===== config.mk =====
export PLATFORM = sky130hd
export DESIGN_NAME = sr_ctx_seq_flat
export DESIGN_NICKNAME = d
export VERILOG_FILES = /design/src/rtl/sr_ctx_seq_pkg.sv /design/src/rtl/sr_ctx_seq_if.sv /design/src/rtl/sr_ctx_seq.sv /design/src/flat_wrapper.sv
export SDC_FILE = /design/constraint.sdc
export NUM_CORES = 1
export LEC_CHECK = 0
export CAP_MARGIN = 20
export CELL_PAD_IN_SITES_DETAIL_PLACEMENT = 0
export CELL_PAD_IN_SITES_GLOBAL_PLACEMENT = 1
export CORE_ASPECT_RATIO = 1.5
export CORE_MARGIN = 3
export CORE_UTILIZATION = 43
export CTS_CLUSTER_DIAMETER = 200
export DETAILED_ROUTE_END_ITERATION = 12
export DONT_BUFFER_PORTS = 1
export PLACE_DENSITY_LB_ADDON = 0.1
export RECOVER_POWER = 50
export SKIP_LAST_GASP = 1
export SLEW_MARGIN = 20
export SYNTH_ARGS = -nofsm -noshare
export SYNTH_HDL_FRONTEND = slang
export SYNTH_SLANG_ARGS = --single-unit

===== constraint.sdc =====
create_clock -name iw_clk -period 2.93 [get_ports iw_clk]
set_input_delay 0.586 -clock iw_clk [delete_from_list [all_inputs] [get_ports iw_clk]]
set_output_delay 0.586 -clock iw_clk [all_outputs]
set_load 0.005 [all_outputs]

===== src/rtl/sr_ctx_seq_pkg.sv =====
// Shared sizes and sequencer state encoding for the SR context save/restore block.
package sr_ctx_seq_pkg;

  localparam int unsigned HBIT_DATA   = 23;
  localparam int unsigned HBIT_TGT_GP = 3;
  localparam int unsigned HBIT_SR     = 15;

  localparam int unsigned DATA_W     = HBIT_DATA + 1;
  localparam int unsigned IDX_W      = HBIT_TGT_GP + 1;
  localparam int unsigned CTX_ADDR_W = 24;

  typedef enum logic [2:0] {
    SEQ_IDLE  = 3'd0,
    SEQ_SAVE  = 3'd1,
    SEQ_RREQ  = 3'd2,
    SEQ_RWAIT = 3'd3,
    SEQ_DONE  = 3'd4
  } seq_state_e;

endpackage


===== src/rtl/sr_ctx_seq_if.sv =====
// Memory-side channels of the context sequencer: valid/ready save writes, req/resp restore reads.
interface sr_ctx_seq_if
  import sr_ctx_seq_pkg::*;
#(
  parameter int unsigned ADDR_W = CTX_ADDR_W
) ();

  logic              wvalid;
  logic              wready;
  logic [ADDR_W-1:0] waddr;
  logic [DATA_W-1:0] wdata;
  logic              rreq;
  logic [ADDR_W-1:0] raddr;
  logic              rvalid;
  logic [DATA_W-1:0] rdata;

  modport master (
    output wvalid, waddr, wdata, rreq, raddr,
    input  wready, rvalid, rdata
  );

  modport slave (
    input  wvalid, waddr, wdata, rreq, raddr,
    output wready, rvalid, rdata
  );

endinterface


===== src/rtl/sr_ctx_seq.sv =====
// Walks the SR file, streaming each entry to memory (save) or reloading it from memory (restore).
module sr_ctx_seq
  import sr_ctx_seq_pkg::*;
#(
  parameter int unsigned SR_COUNT = HBIT_SR + 1,
  parameter int unsigned ADDR_W   = CTX_ADDR_W
) (
  input  logic              iw_clk,
  input  logic              iw_rst,
  input  logic              iw_start_save,
  input  logic              iw_start_restore,
  input  logic [ADDR_W-1:0] iw_base_addr,
  output logic              ow_busy,
  output logic              ow_done,
  output logic [IDX_W-1:0]  ow_sr_read_addr,
  input  logic [DATA_W-1:0] iw_sr_read_data,
  output logic [IDX_W-1:0]  ow_sr_write_addr,
  output logic [DATA_W-1:0] ow_sr_write_data,
  output logic              ow_sr_write_enable,
  sr_ctx_seq_if.master      mem
);

  localparam logic [IDX_W-1:0] LAST_IDX = IDX_W'(SR_COUNT - 1);

  seq_state_e        state, state_nx;
  logic [IDX_W-1:0]  r_idx;
  logic [ADDR_W-1:0] r_base;
  logic [ADDR_W-1:0] cur_addr;
  logic              last;

  // Context area address wraps modulo 2^ADDR_W.
  assign cur_addr = r_base + ADDR_W'(r_idx);
  assign last     = (r_idx == LAST_IDX);

  always_ff @(posedge iw_clk or posedge iw_rst) begin
    if (iw_rst) begin
      state  <= SEQ_IDLE;
      r_idx  <= '0;
      r_base <= '0;
    end else begin
      state <= state_nx;
      case (state)
        SEQ_IDLE: begin
          if (iw_start_save || iw_start_restore) begin
            r_base <= iw_base_addr;
            r_idx  <= '0;
          end
        end
        SEQ_SAVE:  if (mem.wready && !last) r_idx <= r_idx + 1'b1;
        SEQ_RWAIT: if (mem.rvalid && !last) r_idx <= r_idx + 1'b1;
        default: ;
      endcase
    end
  end

  always_comb begin
    state_nx           = state;
    ow_busy            = (state != SEQ_IDLE);
    ow_done            = 1'b0;
    ow_sr_read_addr    = '0;
    ow_sr_write_addr   = '0;
    ow_sr_write_data   = '0;
    ow_sr_write_enable = 1'b0;
    mem.wvalid         = 1'b0;
    mem.waddr          = '0;
    mem.wdata          = '0;
    mem.rreq           = 1'b0;
    mem.raddr          = '0;
    case (state)
      SEQ_IDLE: begin
        // Save takes priority when both starts arrive together.
        if (iw_start_save)         state_nx = SEQ_SAVE;
        else if (iw_start_restore) state_nx = SEQ_RREQ;
      end
      SEQ_SAVE: begin
        ow_sr_read_addr = r_idx;
        mem.wvalid      = 1'b1;
        mem.waddr       = cur_addr;
        mem.wdata       = iw_sr_read_data;
        if (mem.wready) state_nx = last ? SEQ_DONE : SEQ_SAVE;
      end
      SEQ_RREQ: begin
        mem.rreq  = 1'b1;
        mem.raddr = cur_addr;
        state_nx  = SEQ_RWAIT;
      end
      SEQ_RWAIT: begin
        mem.raddr = cur_addr;
        if (mem.rvalid) begin
          ow_sr_write_enable = 1'b1;
          ow_sr_write_addr   = r_idx;
          ow_sr_write_data   = mem.rdata;
          state_nx           = last ? SEQ_DONE : SEQ_RREQ;
        end
      end
      SEQ_DONE: begin
        ow_done  = 1'b1;
        state_nx = SEQ_IDLE;
      end
      default: state_nx = SEQ_IDLE;
    endcase
  end

endmodule


===== src/flat_wrapper.sv =====
// flat-port wrapper written by rule: the top's interface ports become plain ports
module sr_ctx_seq_flat import sr_ctx_seq_pkg::*;
#(
  parameter int unsigned SR_COUNT = HBIT_SR + 1,
  parameter int unsigned ADDR_W   = CTX_ADDR_W
)
  (iw_clk, iw_rst, iw_start_save, iw_start_restore, iw_base_addr, ow_busy, ow_done, ow_sr_read_addr, iw_sr_read_data, ow_sr_write_addr, ow_sr_write_data, ow_sr_write_enable, mem_wvalid, mem_waddr, mem_wdata, mem_rreq, mem_raddr, mem_wready, mem_rvalid, mem_rdata);
  sr_ctx_seq_if #(.ADDR_W(ADDR_W)) mem_i ();
  input  logic iw_clk;
  input  logic iw_rst;
  input  logic iw_start_save;
  input  logic iw_start_restore;
  input  logic [ADDR_W-1:0] iw_base_addr;
  output logic ow_busy;
  output logic ow_done;
  output logic [IDX_W-1:0] ow_sr_read_addr;
  input  logic [DATA_W-1:0] iw_sr_read_data;
  output logic [IDX_W-1:0] ow_sr_write_addr;
  output logic [DATA_W-1:0] ow_sr_write_data;
  output logic ow_sr_write_enable;
  output wire logic [$bits(mem_i.wvalid)-1:0] mem_wvalid;
  output wire logic [$bits(mem_i.waddr)-1:0] mem_waddr;
  output wire logic [$bits(mem_i.wdata)-1:0] mem_wdata;
  output wire logic [$bits(mem_i.rreq)-1:0] mem_rreq;
  output wire logic [$bits(mem_i.raddr)-1:0] mem_raddr;
  input wire logic [$bits(mem_i.wready)-1:0] mem_wready;
  input wire logic [$bits(mem_i.rvalid)-1:0] mem_rvalid;
  input wire logic [$bits(mem_i.rdata)-1:0] mem_rdata;
  assign mem_wvalid = mem_i.wvalid;
  assign mem_waddr = mem_i.waddr;
  assign mem_wdata = mem_i.wdata;
  assign mem_rreq = mem_i.rreq;
  assign mem_raddr = mem_i.raddr;
  assign mem_i.wready = mem_wready;
  assign mem_i.rvalid = mem_rvalid;
  assign mem_i.rdata = mem_rdata;
  sr_ctx_seq #(.SR_COUNT(SR_COUNT), .ADDR_W(ADDR_W)) u_core (.iw_clk(iw_clk), .iw_rst(iw_rst), .iw_start_save(iw_start_save), .iw_start_restore(iw_start_restore), .iw_base_addr(iw_base_addr), .ow_busy(ow_busy), .ow_done(ow_done), .ow_sr_read_addr(ow_sr_read_addr), .iw_sr_read_data(iw_sr_read_data), .ow_sr_write_addr(ow_sr_write_addr), .ow_sr_write_data(ow_sr_write_data), .ow_sr_write_enable(ow_sr_write_enable), .mem(mem_i));
endmodule

==> results.md <==
- IO Pins: 187
- Max Slew Vio Count: 32
- Post-synth EDFFs: 0
- Flop pwr share: 27.9%
- Net load switching power: 1570 µW
- Final Setup Violations: 0
- First-pass GRT wire length: 11.7 mm
- Initial Utilization: 45.2%
- CTS tree: done
- Hold Crit Class: in2reg
- Synthesized netlist cell count: 323
- Fin Hold WS: 0.428 ns
- CTS root buf: clkbuf_8
- Routed wire length: 7.96 mm
- Synth cell types: 43
- CP required: roughly 2.3 ns
- DPL Wire Length: 5.84 mm
- Worst setup EP type: primary output
- Pre-Repair DR Iteration Count: 4
- Period minus WS final: 2.88 ns
- Worst-path cell chain: ha_2 > inv_2 > fa_2 > nand2b_4 > a21o_4 > or4_4 > a21oi_2
- Critical Path Max Stage Delay: ~0.5 ns
- Core Area: 5910 µm²
- Clk slew on worst S/H paths: 0.07 ns
- Primary FF master, synth: dfrtp_1
- Maximum vdd drop: 575 µV
- FFs w/ async S/R, synth: 100%
- Clock power frac: 13.4%
- R2r worst-path depth: 4
- Cell count after placement: 387
- F_max: around 350 MHz
- Area contributors post-synth: dfrtp_1, mux2_2, and3_1
- Status: finished with violations
- GR Util All Layers: 20.3%
- Final cell count without fillers: 399
- Area growth syn-to-layout: 12.9%
- Routed Antenna Nets: 0
- Clock buffer count from CTS: 5
- Top-area cell type share of the netlist area: 29.0%
- Most instantiated cells after synthesis: and3_1, dfrtp_1, a21oi_1, and2_1, mux2_2
- Hold Vio Cnt, Final: 0
- Hold Path Cell Cnt: 2
- CTS Hold Buffers Added: 0
- Crit path launch type: register
- Layout Nets: 410
- Die area: 7220 µm²
- Vias in the first global route: between 2000 and 2500
- Congestion Overflow GR: 0
- CTS sink count: 31
- Crit-path max FO: 5
- Crit path DAT: 2.29 ns
- Share of cells above drive strength 1: 24.8%
- Diode count: 0
- Pwr Density: around 1100 nW/µm²
- Most common cell in the netlist: and3_1
- Initial antenna violation count: 0
- Crit share post-route: 98.3%
- Slew HR: -16.2%
- DRT iter0 DRCs: 96
- Die Height: 103 µm
- Flops & latches, synth: 31
- Detailed-route via count: about 2400
- Leak: around 0.0013 µW
- RSZ-0062 raised after global routing: yes
- Max clock buf depth: 2
- Clock skew: about 0.0018 ns
- Mean Syn Cell Area: 8.28 µm²
- Net Sw Frac: 47.5%
- RePlAce Congestion: 0.760
- Die X: a little over 70 µm
- Synth area leader: dfrtp_1
- Mapped cell area: 2670 µm²
- Worst slew pin tran: 1.74 ns
- Port bufs: 0
- Failing checks: max-capacitance violations, max-slew violations
- Clk_lat worst skew: between 0.2 and 0.3 ns
- Power Internal: 1730 µW
- Row cnt: 34
- Comb pwr share: about three fifths
- Setup TNS: 0 ns
- Warnings from Yosys: 0
- WS Path Type: reg2out
- Largest net degree at the start of global routing: 32
- DR WL/cell: 19.9 µm
- H-tree levels: 2
- Post-DR vias/cell: 6.13
- Critical path's slowest cell: or4_4
- Max-cap violations: 1
- Syn_nets: 407
- Register area share after synthesis: between 20 and 30%
- DRC viols: 0
-- final cells by class --
class	instances	area, µm²
multi-input combinational	260	1880
inverter	9	33.8
clock buffer	6	82.6
tap	72	90.1
timing repair buffer	19	121
fill	594	2890
sequential	31	777
clock inverter	2	35.0
-- per-stage QoR --
step | setup WS (ns) | total power, µW | util [%] | cell area (µm²)
after floorplan | 0.172 | 2260 | - | 2670
after global placement | 0.186 | 2710 | 47.1 | 2780
after detailed placement | 0.149 | 2740 | 47.1 | 2780
after global routing | -0.0275 | 3610 | 51.1 | 3020
after CTS | 0.0168 | 3260 | 50.1 | 2960
final | 0.0493 | 3300 | 51.1 | 3020
-- layout by cell type, fill, tap and decap left out, drive strengths merged, types with 2 or more instances in the layout --
| master | count |
|---|---|
| nor2b | 5 |
| nand4 | 2 |
| a21boi | 2 |
| nand3b | 2 |
| a211oi | 2 |
| clkbuf | 12 |
| o31ai | 9 |
| nor3 | 7 |
| or4 | 9 |
| buf | 13 |
| nor3b | 2 |
| xnor2 | 3 |
| o21ai | 12 |
| nand2 | 16 |
| nand2b | 7 |
| a21o | 6 |
| and3 | 33 |
| and2 | 29 |
| ha | 5 |
| mux2 | 23 |
| or3 | 5 |
| a21oi | 30 |
| nor4 | 2 |
| nor2 | 21 |
| mux2i | 6 |
| inv | 9 |
| nand3 | 8 |
| and4 | 3 |
| dfrtp | 31 |
| xor2 | 2 |
| o32ai | 2 |
-- power groups by stage --
stage	Clock [µW]	Sequential, µW	Combinational (µW)
after global placement	0	903	1810
after floorplan	0	823	1440
after CTS	451	905	1910
final	443	920	1940
after global routing	471	970	2170
after detailed placement	0	911	1820
-- state kept, by name (all words and copies together), names as in the netlist --
register       cells
u_core.r_base     24
u_core.state       3
u_core.r_idx       4
-- kinds of logic after synthesis --
kind of cell | synth area share (%)
XOR/XNOR | 1.64
adder cells (fa/ha/maj) | 3.09
buffers and inverters | 5.15
flip-flops | 29.0
AND/OR/NAND/NOR | 34.4
AO/OA/AOI/OAI | 14.8
multiplexers | 11.9
-- critical path, delay by kind of cell, from the launching register on --
family                   cells  cell delay [ns]
AND/OR/NAND/NOR              2             0.68
adder cells (fa/ha/maj)      2             0.53
AO/OA/AOI/OAI                2             0.41
flip-flops                   1             0.36
buffers and inverters        1             0.04
-- per-layer routing --
metal  GRT usage [%]  part of all wire [%]
met5               0                     0
met4            6.19                   1.4
met3            3.51                   7.0
met2            40.1                    56
met1            21.5                    36
-- what timing repair did --
item	4_1_cts	5_1_grt
gates resized for setup	16	12
endpoints found under the setup margin	12	24
cloned	0	1
hold endpoints to repair	0	0
pin swaps	1	8
buffers inserted	0	3
-- final timing paths --
kind,startpoint,endpoint,slack [ns]
min reg2reg,u_core.r_base[3]$_DFFE_PP0P_,u_core.r_base[3]$_DFFE_PP0P_,0.53
min,iw_base_addr[12],u_core.r_base[12]$_DFFE_PP0P_,0.43
max in group asynchronous,iw_rst,u_core.r_idx[2]$_DFFE_PP0P_,1.00
max reg2reg,u_core.state[0]$_DFFE_PP0P_,u_core.r_base[13]$_DFFE_PP0P_,0.76
max,u_core.r_base[0]$_DFFE_PP0P_,mem_raddr[20],0.05
min in group asynchronous,iw_rst,u_core.r_base[23]$_DFFE_PP0P_,0.80
(Power assumes the default switching activity.)
